==> src/rtl/hazard_pkg.sv <==
// Shared types and default widths for the pipeline hazard controller.
package hazard_pkg;

    localparam int unsigned REG_ADDR_WIDTH = 5;
    localparam int unsigned COUNT_WIDTH    = 32;
    localparam int unsigned MEM_TIMEOUT    = 64;

    typedef enum logic {
        MD_IDLE = 1'b0,
        MD_BUSY = 1'b1
    } md_state_t;

    typedef struct packed {
        logic pc;
        logic if_id;
        logic id_ex;
        logic ex_mem;
    } stall_t;

    typedef struct packed {
        logic if_id;
        logic id_ex;
        logic ex_mem;
        logic mem_wb;
    } flush_t;

endpackage

==> src/rtl/hazard_control_unit_sat_counter.sv <==
// Saturating up-counter with synchronous clear; clear has priority over increment.
module sat_counter #(
    parameter int unsigned Width = 8
) (
    input  logic             clk,
    input  logic             rst,
    input  logic             clr_i,
    input  logic             inc_i,
    output logic [Width-1:0] count_o
);

    logic [Width-1:0] count_q;
    logic [Width-1:0] count_d;

    always_comb begin
        count_d = count_q;
        if (clr_i) begin
            count_d = '0;
        end else if (inc_i && (count_q != '1)) begin
            count_d = count_q + Width'(1);
        end
    end

    always_ff @(posedge clk or posedge rst) begin
        if (rst) begin
            count_q <= '0;
        end else begin
            count_q <= count_d;
        end
    end

    assign count_o = count_q;

endmodule

==> src/rtl/hazard_control_unit.sv <==
// Stall/flush controller for the 5-stage pipeline: load-use, mul/div occupancy,
// data-memory wait and taken-branch flush, plus stall statistics and memory timeout.
module hazard_control_unit
    import hazard_pkg::*;
#(
    parameter int unsigned RegAddrWidth = REG_ADDR_WIDTH,
    parameter int unsigned CountWidth   = COUNT_WIDTH,
    parameter int unsigned MemTimeout   = MEM_TIMEOUT
) (
    input  logic                    clk,
    input  logic                    reset,
    input  logic [RegAddrWidth-1:0] ID_RS1,
    input  logic [RegAddrWidth-1:0] ID_RS2,
    input  logic                    ID_RS1_used,
    input  logic                    ID_RS2_used,
    input  logic [RegAddrWidth-1:0] EX_RD,
    input  logic                    EX_Reg_File_EN,
    input  logic                    EX_Mem_Read_EN,
    input  logic                    EX_Is_MulDiv,
    input  logic                    EX_Branch_Taken,
    input  logic                    MulDiv_done,
    input  logic                    MEM_Access_EN,
    input  logic                    DMem_ack,
    output logic                    MulDiv_start,
    output logic                    PC_stall,
    output logic                    IF_ID_stall,
    output logic                    ID_EX_stall,
    output logic                    EX_MEM_stall,
    output logic                    IF_ID_flush,
    output logic                    ID_EX_flush,
    output logic                    EX_MEM_flush,
    output logic                    MEM_WB_flush,
    output logic [CountWidth-1:0]   Stall_count,
    output logic                    Mem_Timeout_err
);

    localparam int unsigned WaitWidth = $clog2(MemTimeout + 1);

    md_state_t md_state_q;
    logic      md_done_held_q;
    logic      mem_timeout_err_q;

    logic [WaitWidth-1:0] mem_wait_cnt;

    logic   mem_stall;
    logic   load_use;
    logic   md_wait;
    logic   md_done_any;
    stall_t stall;
    flush_t flush;

    assign mem_stall   = MEM_Access_EN & ~DMem_ack;
    assign md_done_any = MulDiv_done | md_done_held_q;

    assign load_use = EX_Mem_Read_EN & EX_Reg_File_EN & (EX_RD != '0) &
                      ((ID_RS1_used & (ID_RS1 == EX_RD)) |
                       (ID_RS2_used & (ID_RS2 == EX_RD)));

    assign md_wait = ((md_state_q == MD_IDLE) & EX_Is_MulDiv) |
                     ((md_state_q == MD_BUSY) & ~md_done_any);

    // Start is suppressed during reset so an abandoned op is never relaunched early.
    assign MulDiv_start = (md_state_q == MD_IDLE) & EX_Is_MulDiv & ~mem_stall & ~reset;

    always_comb begin
        stall = '0;
        flush = '0;
        if (mem_stall) begin
            stall        = '1;
            flush.mem_wb = 1'b1;
        end else if (md_wait) begin
            stall.pc     = 1'b1;
            stall.if_id  = 1'b1;
            stall.id_ex  = 1'b1;
            flush.ex_mem = 1'b1;
        end else if (EX_Branch_Taken) begin
            flush.if_id  = 1'b1;
            flush.id_ex  = 1'b1;
        end else if (load_use) begin
            stall.pc     = 1'b1;
            stall.if_id  = 1'b1;
            flush.id_ex  = 1'b1;
        end
    end

    assign PC_stall     = stall.pc;
    assign IF_ID_stall  = stall.if_id;
    assign ID_EX_stall  = stall.id_ex;
    assign EX_MEM_stall = stall.ex_mem;
    assign IF_ID_flush  = flush.if_id;
    assign ID_EX_flush  = flush.id_ex;
    assign EX_MEM_flush = flush.ex_mem;
    assign MEM_WB_flush = flush.mem_wb;

    // A done pulse landing under a memory stall is held until EX_MEM can capture it.
    always_ff @(posedge clk or posedge reset) begin
        if (reset) begin
            md_state_q     <= MD_IDLE;
            md_done_held_q <= 1'b0;
        end else begin
            case (md_state_q)
                MD_IDLE: begin
                    md_done_held_q <= 1'b0;
                    if (EX_Is_MulDiv && !mem_stall) begin
                        md_state_q <= MD_BUSY;
                    end
                end
                MD_BUSY: begin
                    if (md_done_any && !mem_stall) begin
                        md_state_q     <= MD_IDLE;
                        md_done_held_q <= 1'b0;
                    end else if (MulDiv_done && mem_stall) begin
                        md_done_held_q <= 1'b1;
                    end
                end
                default: begin
                    md_state_q     <= MD_IDLE;
                    md_done_held_q <= 1'b0;
                end
            endcase
        end
    end

    always_ff @(posedge clk or posedge reset) begin
        if (reset) begin
            mem_timeout_err_q <= 1'b0;
        end else if (mem_stall && (mem_wait_cnt >= WaitWidth'(MemTimeout - 1))) begin
            mem_timeout_err_q <= 1'b1;
        end
    end

    assign Mem_Timeout_err = mem_timeout_err_q;

    sat_counter #(
        .Width(WaitWidth)
    ) u_mem_wait_cnt (
        .clk    (clk),
        .rst    (reset),
        .clr_i  (~mem_stall),
        .inc_i  (mem_stall),
        .count_o(mem_wait_cnt)
    );

    sat_counter #(
        .Width(CountWidth)
    ) u_stall_cnt (
        .clk    (clk),
        .rst    (reset),
        .clr_i  (1'b0),
        .inc_i  (stall.pc),
        .count_o(Stall_count)
    );

endmodule

==> config.mk <==
export PLATFORM = sky130hd
export DESIGN_NAME = hazard_control_unit
export DESIGN_NICKNAME = d
export VERILOG_FILES = /design/src/rtl/hazard_pkg.sv /design/src/rtl/hazard_control_unit_sat_counter.sv /design/src/rtl/hazard_control_unit.sv
export SDC_FILE = /design/constraint.sdc
export NUM_CORES = 1
export LEC_CHECK = 0
export ABC_CLOCK_PERIOD_IN_PS = 3200
export CAP_MARGIN = 20
export CORE_ASPECT_RATIO = 0.75
export CORE_MARGIN = 5
export CORE_UTILIZATION = 48
export CTS_BUF_LIST = sky130_fd_sc_hd__clkbuf_2
export DETAILED_ROUTE_END_ITERATION = 7
export PLACE_DENSITY = 0.83
export SLEW_MARGIN = 20
export SYNTH_ARGS = -nofsm -noshare
export SYNTH_HDL_FRONTEND = slang
export SYNTH_SLANG_ARGS = --single-unit
==> constraint.sdc <==
create_clock -name clk -period 3.2 [get_ports clk]
set_input_delay 0.8 -clock clk [delete_from_list [all_inputs] [get_ports clk]]
set_output_delay 0.8 -clock clk [all_outputs]
set_load 0.03 [all_outputs]
Word level (Yosys, flattened, before mapping)
Index checks and enable logic that the tools add are counted.
{"block": "classes", "n_addsub": 2, "n_lt_le_gt_ge": 1, "eq_ne": 6, "mux": 19, "n_bitwise": 18, "reduce_logical": 8}
{"op": "adder 32 x 1 -> 32 bit, second input constant", "count": 1}
{"op": "!= test 32 bit, second input constant", "count": 1}
{"op": "2-to-1 mux 7 bit", "count": 2}
{"op": "AND 1 bit", "count": 10}
{"op": "equality test 5 bit", "count": 2}
{"op": "2-to-1 mux 1 bit", "count": 9}
{"op": "2-to-1 mux 2 bit", "count": 4}
{"op": "adder 7 x 1 -> 7 bit, second input constant", "count": 1}
{"op": "greater-or-equal comparator 7 x 6 -> 1 bit, second input constant", "count": 1}
{"op": "!= test 7 bit, second input constant", "count": 1}
{"op": "logical AND 1 bit", "count": 6}
{"op": "2-to-1 mux 3 bit", "count": 2}
{"op": "inverter 1 bit", "count": 5}
{"op": "nonzero test 5 bit", "count": 1}
{"op": "case mux 1 bit (2 select lines)", "count": 2}
{"op": "!= test 3 x 1 -> 1 bit, second input constant", "count": 1}
{"op": "OR 1 bit", "count": 3}
{"op": "!= test 2 x 1 -> 1 bit, second input constant", "count": 1}
{"op": "zero test 1 bit", "count": 1}
{"block": "totals", "register_bits": 42, "input_bits": 26}

Longest topological paths before layout
Gate-level depths: netlist of run 1.
{"block": "logic_depth", "depth_word": 9, "depth_mapped": 8, "ltp_nobuf": 7}

Cells and area by module
Synthesis of run 1 repeated with hierarchy kept, for this count alone.
{"block": "hier_totals", "hier_cells": 267, "hier_area_um2": 2491.1}
{"mod": "sat_counter at u_stall_cnt", "n_inst": 1, "cells_each": 186, "area_each_um2": 1740.4}
{"mod": "sat_counter at u_mem_wait_cnt", "n_inst": 1, "cells_each": 38, "area_each_um2": 400.4}
{"mod": "hazard_control_unit", "n_inst": 1, "cells_each": 43, "area_each_um2": 350.3}

Least setup slack after synthesis of run 1
Ideal clock, no wire load.
{"block": "synth_timing", "path_kind": "in2out", "startpoint": "in EX_RD[0]", "endpoint": "out PC_stall", "arrival_ns": 2.177, "setup_slack_ns": 0.223, "stages": 5, "path_buffers": 1, "path_cell_list": "or3_1 -> o311a_1 -> a31oi_4 -> inv_1 -> buf_4"}
{"block": "synth_via", "elab_chain_len": 8}
{"element": "start, declared", "line": "hazard_control_unit.sv:16", "rtl": "input logic [RegAddrWidth-1:0] EX_RD,"}
{"element": "equality test 5 bit, on equally long branches", "line": "hazard_control_unit.sv:56, hazard_control_unit.sv:57"}
{"element": "AND 1 bit, on equally long branches", "line": "hazard_control_unit.sv:56, hazard_control_unit.sv:57"}
{"element": "OR 1 bit", "line": "hazard_control_unit.sv:56", "rtl": "((ID_RS1_used & (ID_RS1 == EX_RD)) |"}
{"element": "AND 1 bit *", "line": "hazard_control_unit.sv:55", "rtl": "assign load_use = EX_Mem_Read_EN & EX_Reg_File_EN & (EX_RD != '0) &"}
{"element": "2-to-1 mux 2 bit *", "line": "hazard_control_unit.sv:79", "rtl": "end else if (load_use) begin"}
{"element": "2-to-1 mux 2 bit *", "line": "hazard_control_unit.sv:76", "rtl": "end else if (EX_Branch_Taken) begin"}
{"element": "2-to-1 mux 2 bit *", "line": "hazard_control_unit.sv:71", "rtl": "end else if (md_wait) begin"}
{"element": "2-to-1 mux 3 bit *", "line": "hazard_control_unit.sv:68", "rtl": "if (mem_stall) begin"}
{"element": "end, declared", "line": "hazard_control_unit.sv:25", "rtl": "output logic PC_stall,"}
Every way passes the cells marked *; elsewhere a longest branch is shown, timed or not.

Worst setup path in the final report of run 1
{"block": "layout_timing", "startpoint": "in EX_RD[0]", "endpoint": "out IF_ID_stall"}
{"block": "layout_via", "elab_chain_len": 8}
{"element": "equality test 5 bit, on equally long branches", "line": "hazard_control_unit.sv:56, hazard_control_unit.sv:57"}
{"element": "AND 1 bit, on equally long branches", "line": "hazard_control_unit.sv:56, hazard_control_unit.sv:57"}
{"element": "OR 1 bit", "line": "hazard_control_unit.sv:56"}
{"element": "AND 1 bit *", "line": "hazard_control_unit.sv:55"}
{"element": "2-to-1 mux 2 bit *", "line": "hazard_control_unit.sv:79"}
{"element": "2-to-1 mux 2 bit *", "line": "hazard_control_unit.sv:76"}
{"element": "2-to-1 mux 2 bit *", "line": "hazard_control_unit.sv:71"}
{"element": "2-to-1 mux 3 bit *", "line": "hazard_control_unit.sv:68"}
{"element": "end, declared", "line": "hazard_control_unit.sv:26", "rtl": "output logic IF_ID_stall,"}
Marks and branches as above.

==> results of run 1 <==
[through the flow]
| stage | worst slack, ps | setup TNS [ps] | cell area [um^2] | utilization (%) | std cells |
|---|---|---|---|---|---|
| 6_report | 24.6 | 0 | 3020 | 68.1 | 351 |
| 5_1_grt | -13.3 | -25.6 | 3020 | 68.1 | 351 |
| 4_1_cts | -1.21 | -1.21 | 3010 | 67.9 | 351 |
| 3_5_place_dp | -423 | -835 | 2980 | 67.1 | 343 |
| 3_3_place_gp | -400 | -800 | 2980 | 67.1 | 343 |
| 2_1_floorplan | 223 | 0 | 2190 | - | 212 |
[state kept, by name, indices dropped and copies added, names as in the netlist]
name and flops:
u_stall_cnt.count_o 32, u_mem_wait_cnt.count_o 7, Mem_Timeout_err 1, md_done_held_q 1
md_state_q 1
[power by group through the flow]
stage | Combinational (uW) | Clock (uW) | Sequential, uW
floorplan | 183 | 0 | 741
global placement | 460 | 0 | 658
detailed placement | 466 | 0 | 661
CTS | 462 | 240 | 651
global route | 498 | 258 | 668
finish | 460 | 233 | 651
[synth_stat cells]
cell type                  count
sky130_fd_sc_hd__a21oi_1       3
sky130_fd_sc_hd__a311o_1       1
sky130_fd_sc_hd__a31oi_1       1
sky130_fd_sc_hd__a31oi_4       1
sky130_fd_sc_hd__a41oi_4       1
sky130_fd_sc_hd__and2_1        2
sky130_fd_sc_hd__and3_1       11
sky130_fd_sc_hd__and4_1        4
sky130_fd_sc_hd__buf_2         1
sky130_fd_sc_hd__buf_4         3
sky130_fd_sc_hd__clkbuf_1      2
sky130_fd_sc_hd__dfrtp_1      42
sky130_fd_sc_hd__ha_1          2
sky130_fd_sc_hd__inv_1         8
sky130_fd_sc_hd__mux2_2        1
sky130_fd_sc_hd__mux2i_1       2
sky130_fd_sc_hd__nand2_1      14
sky130_fd_sc_hd__nand2b_1      1
sky130_fd_sc_hd__nand3_1      15
sky130_fd_sc_hd__nand4_1      19
sky130_fd_sc_hd__nor2_1       19
sky130_fd_sc_hd__nor3_1        6
sky130_fd_sc_hd__nor3_4        1
sky130_fd_sc_hd__nor4_2        1
sky130_fd_sc_hd__o21ai_0       3
sky130_fd_sc_hd__o22ai_1       1
sky130_fd_sc_hd__o311a_1       1
sky130_fd_sc_hd__o31ai_2       1
sky130_fd_sc_hd__or3_1         1
sky130_fd_sc_hd__xnor2_1      38
sky130_fd_sc_hd__xor2_1        6
[worst register-to-register path: stages, from the launching register on]
cell and delay, ps:
sky130_fd_sc_hd__dfrtp_1 510, sky130_fd_sc_hd__nand4_1 270, sky130_fd_sc_hd__nor4_2 340, sky130_fd_sc_hd__nand4_1 200, sky130_fd_sc_hd__o31ai_2 360, sky130_fd_sc_hd__nor2_1 180, sky130_fd_sc_hd__nand4_1 140, sky130_fd_sc_hd__xnor2_1 120
[cells by family after synthesis]
logic type	synth area share, %
and+or+nand+nor	23.1
xor gates and xnor gates	17.6
DFF	48.1
buffers and inverters	2.97
AOI/OAI and AO/OA	5.66
muxes	1.43
adders and majority gates	1.14
[final timing paths]
path                                               from                   endpoint  cells past startpoint
worst max-delay path                           EX_RD[0]                IF_ID_stall                      6
worst min-delay path                    Mem_Timeout_err            Mem_Timeout_err                      1
worst max register to register  u_stall_cnt.count_o[21]    u_stall_cnt.count_o[22]                      7
worst min register to register          Mem_Timeout_err            Mem_Timeout_err                      1
max in group asynchronous                         reset    u_stall_cnt.count_o[24]                      3
min in group asynchronous                         reset  u_mem_wait_cnt.count_o[6]                      3
[what timing repair did]
action / 4_1_cts / 5_1_grt
hold buffers: 0 / 0
gates resized for setup: 10 / 7
pin swaps: 0 / 2
endpoints found under the setup margin: 2 / 2
[routing by layer]
metal,up-vias,part of all wire [%],track usage [%]
met5,-,0,0
met4,0,1.4,6.32
met3,9,5.3,4.21
met2,52,46,28.3
met1,874,47,26.2
li1,905,-,-
[area by class of cell]
type | instances | share of cell area [%]
multi-input cells | 156 | 35.4
flip-flops and latches | 42 | 34.8
repair buffers | 80 | 25.0
well taps | 57 | 2.36
clock buffers | 6 | 0.993
inverters | 8 | 0.993
clock inverters | 2 | 0.455
==> metrics.txt, run 1 <==
# TYPE chip_impl_metric gauge
chip_impl_metric{name="report.final.slew_viol_count",unit=""} 0
chip_impl_metric{name="avgRoutedWirePerCell",unit="um"} 14.2
chip_impl_metric{name="fp.coreArea",unit="um^2"} 4440
chip_impl_metric{name="final-setup-viol-count",unit=""} 0
chip_impl_metric{name="ff_latch_area",unit="um^2"} 1050
chip_impl_metric{name="reg2reg_slack",unit="ps"} 1000
chip_impl_info{name="cp_cell_sequence",value="clkdlybuf4s50_1, or3_1, o311a_1, a31oi_4, inv_2, buf_4"} 1
chip_impl_metric{name="max_cap_violations",unit=""} 0
chip_impl_metric{name="p_seq_share",unit="%"} 48.4
chip_impl_info{name="path_delay_family",value="buffers and inverters"} 1
chip_impl_metric{name="synthCells",unit=""} 212
chip_impl_metric{name="grt_remaining_overflow",unit=""} 0
chip_impl_metric{name="core.rowCount",unit=""} 21
chip_impl_metric{name="period_needed",unit="ps"} 3180
chip_impl_metric{name="area_taken_by_multi_input_logic_gates",unit="um^2"} 1070
chip_impl_metric{name="start_util",unit="%"} 49.3
chip_impl_metric{name="layout_nets",unit=""} 321
chip_impl_info{name="layout_common_cells",value="sky130_fd_sc_hd__clkdlybuf4s50_1 (58), sky130_fd_sc_hd__dfrtp_1 (42), sky130_fd_sc_hd__xnor2_1 (38)"} 1
chip_impl_metric{name="skew",unit="ps"} 27.7
chip_impl_metric{name="synth.ff_latch_count",unit=""} 42
chip_impl_metric{name="crit_fanout",unit=""} 2
chip_impl_metric{name="wire_length_of_the_first_global_routing_pass",unit="um"} 8560
chip_impl_metric{name="switching_share",unit="%"} 36.5
chip_impl_metric{name="logic_gate_share_of_total_power",unit="%"} 34.2
chip_impl_info{name="cts_tree",value="yes"} 1
chip_impl_metric{name="portion_of_total_power_attributed_to_the_clock_network",unit="%"} 17.3
chip_impl_metric{name="post-dp-hpwl",unit="um"} 3830
chip_impl_metric{name="antenna_found_initial",unit=""} 0
chip_impl_metric{name="netSwitchingPower",unit="uW"} 491
chip_impl_metric{name="syn_avg_cell_area",unit="um^2"} 10.3
chip_impl_info{name="worst_path_max_delay_cell",value="sky130_fd_sc_hd__clkdlybuf4s50_1"} 1
chip_impl_metric{name="leakage",unit="uW"} 0.00128
chip_impl_metric{name="number_of_global_route_vias_before_repair",unit=""} 1795
chip_impl_metric{name="netlist_area",unit="um^2"} 2190
chip_impl_metric{name="worst_skew_pair.late_latency",unit="ps"} 420
chip_impl_metric{name="tritoncts.num_buffers",unit=""} 5
chip_impl_metric{name="nFillCells",unit=""} 365
chip_impl_metric{name="all_layer_global_routing_usage",unit="%"} 18.6
chip_impl_info{name="clk_root_buffer_cell",value="sky130_fd_sc_hd__clkbuf_2"} 1
chip_impl_info{name="grt_setup_unrepaired",value="yes"} 1
chip_impl_metric{name="gp_routability_congestion",unit=""} 0.804
chip_impl_info{name="crit_path_class",value="in2out"} 1
chip_impl_info{name="mostFrequentLayoutCell",value="sky130_fd_sc_hd__clkdlybuf4s50_1"} 1
chip_impl_metric{name="antenna_fix_cells",unit=""} 0
chip_impl_metric{name="floorplan.die.height",unit="um"} 68.5
chip_impl_metric{name="clock_path_buffers",unit=""} 2
chip_impl_metric{name="p_total",unit="uW"} 1340
chip_impl_info{name="end_kind",value="output port"} 1
chip_impl_metric{name="avgViaCountPerCell",unit=""} 5.24
chip_impl_info{name="yosys.area.top_type",value="sky130_fd_sc_hd__dfrtp_1"} 1
chip_impl_metric{name="timing_worst_slew_pin_value",unit="ps"} 517
chip_impl_metric{name="yosysWarningCount",unit=""} 0
chip_impl_metric{name="drt.antenna.violating_nets",unit=""} 0
chip_impl_metric{name="hold_slack",unit="ps"} 505
chip_impl_metric{name="drt_iter0_markers",unit=""} 73
chip_impl_metric{name="drt_drc_violations_left",unit=""} 0
chip_impl_info{name="yosys-top-cells-area",value="sky130_fd_sc_hd__dfrtp_1 (48%), sky130_fd_sc_hd__xnor2_1 (15%), sky130_fd_sc_hd__nand4_1 (5.4%)"} 1
chip_impl_metric{name="critical_path.max_stage_delay",unit="ps"} 410
chip_impl_metric{name="io_buffers",unit=""} 67
chip_impl_metric{name="cts.sink_count",unit=""} 42
chip_impl_metric{name="wl",unit="um"} 4980
chip_impl_metric{name="timing_hold_violations_final",unit=""} 0
chip_impl_info{name="worstSetupStartpointType",value="primary input"} 1
chip_impl_metric{name="worstPathBufferInverterCount",unit=""} 3
chip_impl_metric{name="power_density",unit="nW/um^2"} 445
chip_impl_metric{name="synthDistinctLibCells",unit=""} 31
chip_impl_metric{name="die_width",unit="um"} 87.9
chip_impl_metric{name="vdd_ir_drop_max",unit="uV"} 276
chip_impl_metric{name="yosysSeqAreaShare",unit="%"} 48.1
chip_impl_metric{name="post_route_cells_drive_above_1_share",unit="%"} 11.9
chip_impl_metric{name="syn_to_final_growth",unit="%"} 38.2
chip_impl_metric{name="design.die.area",unit="um^2"} 6020
chip_impl_metric{name="postSynthNetCount",unit=""} 240
chip_impl_metric{name="clk_pin_slew_worst_paths",unit="ps"} 210
chip_impl_metric{name="dr_total_vias",unit=""} 1840
chip_impl_metric{name="htreeDepth",unit=""} 2
chip_impl_metric{name="pin_count",unit=""} 68
chip_impl_metric{name="power.internal",unit="uW"} 853
chip_impl_info{name="min_delay_worst_type",value="reg2reg"} 1
chip_impl_metric{name="layout_worst_path_cycle_share",unit="%"} 99.2
chip_impl_metric{name="maximum_number_of_pins_on_one_net_before_global_route_repair",unit=""} 43
chip_impl_metric{name="synth_top_area_share",unit="%"} 48.1
chip_impl_metric{name="cp.required",unit="ps"} 2400
chip_impl_metric{name="post-cts-setup-buffer-count",unit=""} 0
chip_impl_info{name="status",value="completed"} 1
chip_impl_metric{name="arrival",unit="ps"} 2380
chip_impl_metric{name="drt_first_pass_iters",unit=""} 4
chip_impl_metric{name="timing.slew.headroom",unit="%"} 65.6
chip_impl_metric{name="timing.fmax",unit="GHz"} 0.315
Power figures use the tool's default switching activity.
==> inputs of run 2 (changes only) <==
--- a/config.mk
+++ b/config.mk
@@ -13,6 +13,7 @@
 export CTS_BUF_LIST = sky130_fd_sc_hd__clkbuf_2
 export DETAILED_ROUTE_END_ITERATION = 7
 export PLACE_DENSITY = 0.83
+export REMOVE_ABC_BUFFERS = 1
 export SLEW_MARGIN = 20
 export SYNTH_ARGS = -nofsm -noshare
 export SYNTH_HDL_FRONTEND = slang
==> metrics.txt, run 2 (synthesis results as in run 1) <==
# TYPE chip_impl_metric gauge
chip_impl_metric{name="reg2reg_slack",unit="ps"} 1050
chip_impl_metric{name="antenna_fix_cells",unit=""} 0
chip_impl_metric{name="timing.slew.headroom",unit="%"} 64.7
chip_impl_metric{name="drt_iter0_markers",unit=""} 75
chip_impl_metric{name="largest_register_ffs",unit=""} 32
chip_impl_info{name="path_common_cell",value="sky130_fd_sc_hd__clkdlybuf4s50_1"} 1
chip_impl_metric{name="power.internal",unit="uW"} 944
chip_impl_metric{name="clk_pin_slew_worst_paths",unit="ps"} 210
chip_impl_info{name="path_delay_family",value="buffers and inverters"} 1
chip_impl_info{name="clk_root_buffer_cell",value="sky130_fd_sc_hd__clkbuf_2"} 1
chip_impl_metric{name="postLayoutCellArea",unit="um^2"} 3080
chip_impl_metric{name="portion_of_total_power_attributed_to_the_clock_network",unit="%"} 21.6
chip_impl_metric{name="power_density",unit="nW/um^2"} 468
chip_impl_info{name="status",value="completed"} 1
chip_impl_metric{name="wl",unit="um"} 5070
chip_impl_metric{name="timing_hold_violations_final",unit=""} 0
chip_impl_info{name="timing.rr.end",value="u_stall_cnt.count_o[22]"} 1
chip_impl_info{name="min_delay_worst_type",value="reg2reg"} 1
chip_impl_metric{name="timing_worst_slew_pin_value",unit="ps"} 529
chip_impl_metric{name="layout_worst_path_cycle_share",unit="%"} 96.4
chip_impl_metric{name="fp.coreArea",unit="um^2"} 4440
chip_impl_metric{name="worst_skew_pair.late_latency",unit="ps"} 400
chip_impl_metric{name="switching_share",unit="%"} 34.4
chip_impl_info{name="grt_setup_unrepaired",value="no"} 1
chip_impl_info{name="mostFrequentLayoutCell",value="sky130_fd_sc_hd__clkdlybuf4s50_1"} 1
chip_impl_metric{name="die_width",unit="um"} 87.9
chip_impl_metric{name="core.rowCount",unit=""} 21
chip_impl_info{name="worst_path_max_delay_cell",value="sky130_fd_sc_hd__clkdlybuf4s50_1"} 1
chip_impl_metric{name="nFillCells",unit=""} 359
chip_impl_metric{name="syn_to_final_growth",unit="%"} 40.7
chip_impl_info{name="cts_tree",value="yes"} 1
chip_impl_metric{name="ff_latch_area",unit="um^2"} 1050
chip_impl_info{name="layout_common_cells",value="sky130_fd_sc_hd__clkdlybuf4s50_1 (57), sky130_fd_sc_hd__dfrtp_1 (42), sky130_fd_sc_hd__xnor2_1 (38)"} 1
chip_impl_metric{name="drt_drc_violations_left",unit=""} 0
chip_impl_metric{name="crit_fanout",unit=""} 10
chip_impl_metric{name="clock_path_buffers",unit=""} 2
chip_impl_metric{name="arrival",unit="ps"} 2280
chip_impl_metric{name="period_needed",unit="ps"} 3080
chip_impl_metric{name="critical_path.max_stage_delay",unit="ps"} 680
chip_impl_metric{name="post-dp-hpwl",unit="um"} 3920
chip_impl_metric{name="worstPathBufferInverterCount",unit=""} 4
chip_impl_metric{name="wire_length_of_the_first_global_routing_pass",unit="um"} 8380
chip_impl_metric{name="maximum_number_of_pins_on_one_net_before_global_route_repair",unit=""} 43
chip_impl_metric{name="dr_total_vias",unit=""} 1876
chip_impl_metric{name="all_layer_global_routing_usage",unit="%"} 17.8
chip_impl_metric{name="cts.sink_count",unit=""} 42
chip_impl_metric{name="post_route_cells_drive_above_1_share",unit="%"} 12.5
chip_impl_info{name="end_kind",value="output port"} 1
chip_impl_metric{name="netSwitchingPower",unit="uW"} 496
chip_impl_metric{name="number_of_global_route_vias_before_repair",unit=""} 1853
chip_impl_metric{name="report.final.slew_viol_count",unit=""} 0
chip_impl_metric{name="post-cts-setup-buffer-count",unit=""} 0
chip_impl_metric{name="layout_nets",unit=""} 322
chip_impl_metric{name="io_buffers",unit=""} 67
chip_impl_info{name="cp_cell_sequence",value="clkdlybuf4s50_1, nand2b_1, buf_4, inv_1, clkdlybuf4s50_1"} 1
chip_impl_metric{name="avgViaCountPerCell",unit=""} 5.33
chip_impl_metric{name="logic_gate_share_of_total_power",unit="%"} 33.0
chip_impl_metric{name="floorplan.die.height",unit="um"} 68.5
chip_impl_metric{name="avgRoutedWirePerCell",unit="um"} 14.4
chip_impl_metric{name="max_cap_violations",unit=""} 0
chip_impl_metric{name="design.die.area",unit="um^2"} 6020
chip_impl_info{name="crit_path_class",value="in2out"} 1
chip_impl_metric{name="critical_path_cell_count",unit=""} 5
chip_impl_metric{name="drt_first_pass_iters",unit=""} 4
chip_impl_metric{name="tritoncts.num_buffers",unit=""} 5
chip_impl_metric{name="gp_routability_congestion",unit=""} 0.810
chip_impl_metric{name="cp.required",unit="ps"} 2400
chip_impl_metric{name="antenna_found_initial",unit=""} 0
chip_impl_metric{name="leakage",unit="uW"} 0.00131
chip_impl_info{name="worstSetupStartpointType",value="primary input"} 1
chip_impl_metric{name="p_total",unit="uW"} 1440
chip_impl_metric{name="final-setup-viol-count",unit=""} 0
chip_impl_metric{name="vdd_ir_drop_max",unit="uV"} 344
chip_impl_metric{name="htreeDepth",unit=""} 2
chip_impl_metric{name="pin_count",unit=""} 68
chip_impl_metric{name="postCtsHoldBufs",unit=""} 0
chip_impl_metric{name="p_seq_share",unit="%"} 45.4
chip_impl_metric{name="area_taken_by_multi_input_logic_gates",unit="um^2"} 1080
chip_impl_metric{name="skew",unit="ps"} 19.0
chip_impl_info{name="cp-endpoint",value="EX_MEM_stall"} 1
chip_impl_info{name="rr_startpoint",value="u_stall_cnt.count_o[21]"} 1
chip_impl_metric{name="timing.reg2reg.worst_path_depth",unit=""} 7
chip_impl_metric{name="placed_cell_area",unit="um^2"} 3000
chip_impl_metric{name="grt_remaining_overflow",unit=""} 0
chip_impl_metric{name="drt.antenna.violating_nets",unit=""} 0
chip_impl_metric{name="timing.fmax",unit="GHz"} 0.324
chip_impl_info{name="startpoint",value="DMem_ack"} 1
chip_impl_metric{name="start_util",unit="%"} 49.3
-- run 2: cell count changes in the layout (fill, tap and decap cells not counted), sizes merged --
cell	delta
clkinv	-2
buf	+1
bufinv	+1
clkbuf	+1
clkdlybuf4s50	-1
dlygate4sd2	+1
-- run 2: worst register-to-register path: stages, from the launching register on --
cell                      delay [ps]
sky130_fd_sc_hd__dfrtp_1         490
sky130_fd_sc_hd__nand4_1         260
sky130_fd_sc_hd__nor4_2          360
sky130_fd_sc_hd__nand4_1         200
sky130_fd_sc_hd__o31ai_2         360
sky130_fd_sc_hd__nor2_1          180
sky130_fd_sc_hd__nand4_1         140
sky130_fd_sc_hd__xnor2_1         120
-- run 2: routing by layer --
metal  global-route usage, %  wire length (um)  up-vias
met5                       0                 0        -
met4                    4.02                46        0
met3                    5.54               409        8
met2                    27.7              2300       67
met1                    24.3              2310      895
li1                        -                 -      906
-- run 2: final cells by class --
cell class | instances | area share [%]
Multi-Input combinational cell | 156 | 35.0
Sequential cell | 42 | 34.2
Timing Repair Buffer | 81 | 25.4
Tap cell | 57 | 2.32
Clock buffer | 7 | 1.14
Clock inverter | 1 | 0.976
Inverter | 8 | 0.976
-- run 2: what timing repair did --
item | 4_1_cts | 5_1_grt
pin swaps | 2 | 3
setup endpoints to repair | 2 | 3
gates cloned | 0 | 0
resized for setup | 14 | 5
-- run 2: power by group through the flow --
stage | registers, uW | clock network (uW) | logic (uW)
2_1_floorplan | 741 | 0 | 172
3_3_place_gp | 660 | 0 | 469
3_5_place_dp | 663 | 0 | 476
4_1_cts | 653 | 312 | 476
5_1_grt | 665 | 330 | 511
6_report | 654 | 311 | 475
-- run 2: how the worst min path moves through the flow --
stage,startpoint,endpoint,depth (start not counted)
5_1_grt,u_stall_cnt.count_o[11],u_stall_cnt.count_o[11],1
2_1_floorplan,u_mem_wait_cnt.count_o[5],u_mem_wait_cnt.count_o[5],1
6_report,u_stall_cnt.count_o[11],u_stall_cnt.count_o[11],1
3_3_place_gp,Mem_Timeout_err,Mem_Timeout_err,1
3_5_place_dp,u_stall_cnt.count_o[11],u_stall_cnt.count_o[11],1
4_1_cts,u_stall_cnt.count_o[11],u_stall_cnt.count_o[11],1
-- run 2: metrics by stage --
stage	util, %	setup WS [ps]	cells	setup TNS, ps	hold WS, ps
6_report	69.3	116	352	0	513
5_1_grt	69.3	60.6	352	0	530
4_1_cts	68.9	-9.24	352	-18.4	518
3_5_place_dp	67.5	-471	344	-942	494
3_3_place_gp	67.5	-439	344	-878	468
2_1_floorplan	-	349	206	0	469
==> inputs of run 3 (changes only) <==
--- a/config.mk
+++ b/config.mk
@@ -11,10 +11,12 @@
 export CORE_MARGIN = 5
 export CORE_UTILIZATION = 48
 export CTS_BUF_LIST = sky130_fd_sc_hd__clkbuf_2
+export CTS_CLUSTER_DIAMETER = 100
 export DETAILED_ROUTE_END_ITERATION = 7
 export PLACE_DENSITY = 0.83
 export REMOVE_ABC_BUFFERS = 1
-export SLEW_MARGIN = 20
+export SKIP_CTS_REPAIR_TIMING = 1
+export SLEW_MARGIN = 40
 export SYNTH_ARGS = -nofsm -noshare
 export SYNTH_HDL_FRONTEND = slang
 export SYNTH_SLANG_ARGS = --single-unit
==> metrics.txt, run 3 (synthesis results as in run 1) <==
# TYPE chip_impl_metric gauge
chip_impl_metric{name="all_layer_global_routing_usage",unit="%"} 17.8
chip_impl_metric{name="final-setup-viol-count",unit=""} 0
chip_impl_metric{name="antenna_found_initial",unit=""} 0
chip_impl_metric{name="design.die.area",unit="um^2"} 6020
chip_impl_metric{name="clock_path_buffers",unit=""} 2
chip_impl_metric{name="crit_fanout",unit=""} 10
chip_impl_metric{name="power.internal",unit="uW"} 944
chip_impl_metric{name="wl",unit="um"} 5070
chip_impl_metric{name="io_buffers",unit=""} 67
chip_impl_info{name="status",value="completed"} 1
chip_impl_metric{name="avgViaCountPerCell",unit=""} 5.32
chip_impl_metric{name="largest_register_ffs",unit=""} 32
chip_impl_metric{name="max_cap_violations",unit=""} 0
chip_impl_info{name="mostFrequentLayoutCell",value="sky130_fd_sc_hd__clkdlybuf4s50_1"} 1
chip_impl_metric{name="pin_count",unit=""} 68
chip_impl_metric{name="placed_cell_area",unit="um^2"} 3000
chip_impl_metric{name="dr_total_vias",unit=""} 1874
chip_impl_metric{name="timing.fmax",unit="GHz"} 0.324
chip_impl_metric{name="layout_nets",unit=""} 322
chip_impl_metric{name="htreeDepth",unit=""} 2
chip_impl_metric{name="timing.slew.headroom",unit="%"} 64.7
chip_impl_metric{name="start_util",unit="%"} 49.3
chip_impl_info{name="clk_root_buffer_cell",value="sky130_fd_sc_hd__clkbuf_2"} 1
chip_impl_metric{name="cp.required",unit="ps"} 2400
chip_impl_info{name="grt_setup_unrepaired",value="no"} 1
chip_impl_metric{name="clk_pin_slew_worst_paths",unit="ps"} 210
chip_impl_metric{name="floorplan.die.height",unit="um"} 68.5
chip_impl_metric{name="finalCoreUtilization",unit="%"} 69.4
chip_impl_metric{name="postLayoutCellArea",unit="um^2"} 3080
chip_impl_metric{name="netSwitchingPower",unit="uW"} 496
chip_impl_metric{name="post_route_cells_drive_above_1_share",unit="%"} 12.5
chip_impl_metric{name="core.rowCount",unit=""} 21
chip_impl_metric{name="period_needed",unit="ps"} 3080
chip_impl_info{name="min_delay_worst_type",value="reg2reg"} 1
chip_impl_info{name="layout_common_cells",value="sky130_fd_sc_hd__clkdlybuf4s50_1 (57), sky130_fd_sc_hd__dfrtp_1 (42), sky130_fd_sc_hd__xnor2_1 (38)"} 1
chip_impl_metric{name="drt.antenna.violating_nets",unit=""} 0
chip_impl_metric{name="holdPathStages",unit=""} 1
chip_impl_metric{name="timing_hold_violations_final",unit=""} 0
chip_impl_metric{name="fin_setup_tns",unit="ps"} 0
chip_impl_info{name="crit_path_class",value="in2out"} 1
chip_impl_metric{name="maximum_number_of_pins_on_one_net_before_global_route_repair",unit=""} 43
chip_impl_metric{name="p_seq_share",unit="%"} 45.4
chip_impl_metric{name="drt_first_pass_iters",unit=""} 4
chip_impl_metric{name="arrival",unit="ps"} 2280
chip_impl_metric{name="grt_remaining_overflow",unit=""} 0
chip_impl_info{name="end_kind",value="output port"} 1
chip_impl_metric{name="gp_routability_congestion",unit=""} 0.810
chip_impl_metric{name="post-dp-hpwl",unit="um"} 3920
chip_impl_info{name="cts_tree",value="yes"} 1
chip_impl_metric{name="die_width",unit="um"} 87.9
chip_impl_metric{name="number_of_global_route_vias_before_repair",unit=""} 1853
chip_impl_metric{name="fp.coreArea",unit="um^2"} 4440
chip_impl_metric{name="layout_worst_path_cycle_share",unit="%"} 96.4
chip_impl_metric{name="avgRoutedWirePerCell",unit="um"} 14.4
chip_impl_metric{name="power_density",unit="nW/um^2"} 468
chip_impl_metric{name="timing.reg2reg.worst_path_depth",unit=""} 7
chip_impl_metric{name="switching_share",unit="%"} 34.4
chip_impl_info{name="worstSetupStartpointType",value="primary input"} 1
chip_impl_metric{name="report.final.slew_viol_count",unit=""} 0
chip_impl_metric{name="logic_gate_share_of_total_power",unit="%"} 33.0
chip_impl_metric{name="syn_to_final_growth",unit="%"} 40.8
chip_impl_metric{name="leakage",unit="uW"} 0.00132
chip_impl_metric{name="worst_skew_pair.late_latency",unit="ps"} 400
chip_impl_metric{name="skew",unit="ps"} 19.0
chip_impl_metric{name="timing_worst_slew_pin_value",unit="ps"} 529
chip_impl_metric{name="portion_of_total_power_attributed_to_the_clock_network",unit="%"} 21.6
chip_impl_metric{name="vdd_ir_drop_max",unit="uV"} 344
chip_impl_metric{name="wire_length_of_the_first_global_routing_pass",unit="um"} 8380
chip_impl_metric{name="drt_drc_violations_left",unit=""} 0
chip_impl_metric{name="drt_iter0_markers",unit=""} 75
chip_impl_metric{name="cts.sink_count",unit=""} 42
chip_impl_metric{name="antenna_fix_cells",unit=""} 0
chip_impl_metric{name="tritoncts.num_buffers",unit=""} 5
run 3: power groups by stage:
stage | sequential, uW | combinational (uW) | clock (uW)
final | 654 | 475 | 311
after global routing | 665 | 511 | 330
after CTS | 653 | 478 | 312
after detailed placement | 663 | 476 | 0
after global placement | 660 | 469 | 0
after floorplan | 741 | 172 | 0
run 3: area by class of cell:
cell class / instances / area, um^2
Multi-Input combinational cell: 156 / 1080
Clock inverter: 1 / 30.0
Sequential cell: 42 / 1050
Inverter: 8 / 30.0
Clock buffer: 7 / 35.0
Timing Repair Buffer: 81 / 786
Fill cell: 357 / 1360
Tap cell: 57 / 71.3
run 3: per-stage QoR:
stage,total power [uW],cells,hold WS (ps),setup WS [ps]
final,1440,352,513,116
after CTS,1440,352,518,-473
after global placement,1130,344,468,-439
after floorplan,913,206,469,349
after detailed placement,1140,344,494,-471
after global routing,1510,352,530,60.6
run 3: path summary, 6_finish.rpt:
path                                    startpoint  slack (ps)                 endpoint
setup / recovery                          DMem_ack         120             EX_MEM_stall
hold / removal             u_stall_cnt.count_o[11]         510  u_stall_cnt.count_o[11]
setup reg to reg           u_stall_cnt.count_o[21]        1050  u_stall_cnt.count_o[22]
hold reg to reg            u_stall_cnt.count_o[11]         510  u_stall_cnt.count_o[11]
max in group asynchronous                    reset        2010  u_stall_cnt.count_o[20]
min in group asynchronous                    reset         830  u_stall_cnt.count_o[25]
run 3: critical path: stages:
cell and delay, ps:
sky130_fd_sc_hd__clkdlybuf4s50_1 390, sky130_fd_sc_hd__nand2b_1 150, sky130_fd_sc_hd__buf_4 180, sky130_fd_sc_hd__inv_1 90, sky130_fd_sc_hd__clkdlybuf4s50_1 680
run 3: routing by layer:
metal / global-route usage (%) / wire (um) / share of wire [%] / vias up
met5: 0 / 0 / 0 / -
met3: 5.54 / 405 / 8.0 / 8
li1: - / - / - / 906
met4: 4.02 / 46 / 0.91 / 0
met1: 24.3 / 2320 / 46 / 893
met2: 27.7 / 2300 / 45 / 67
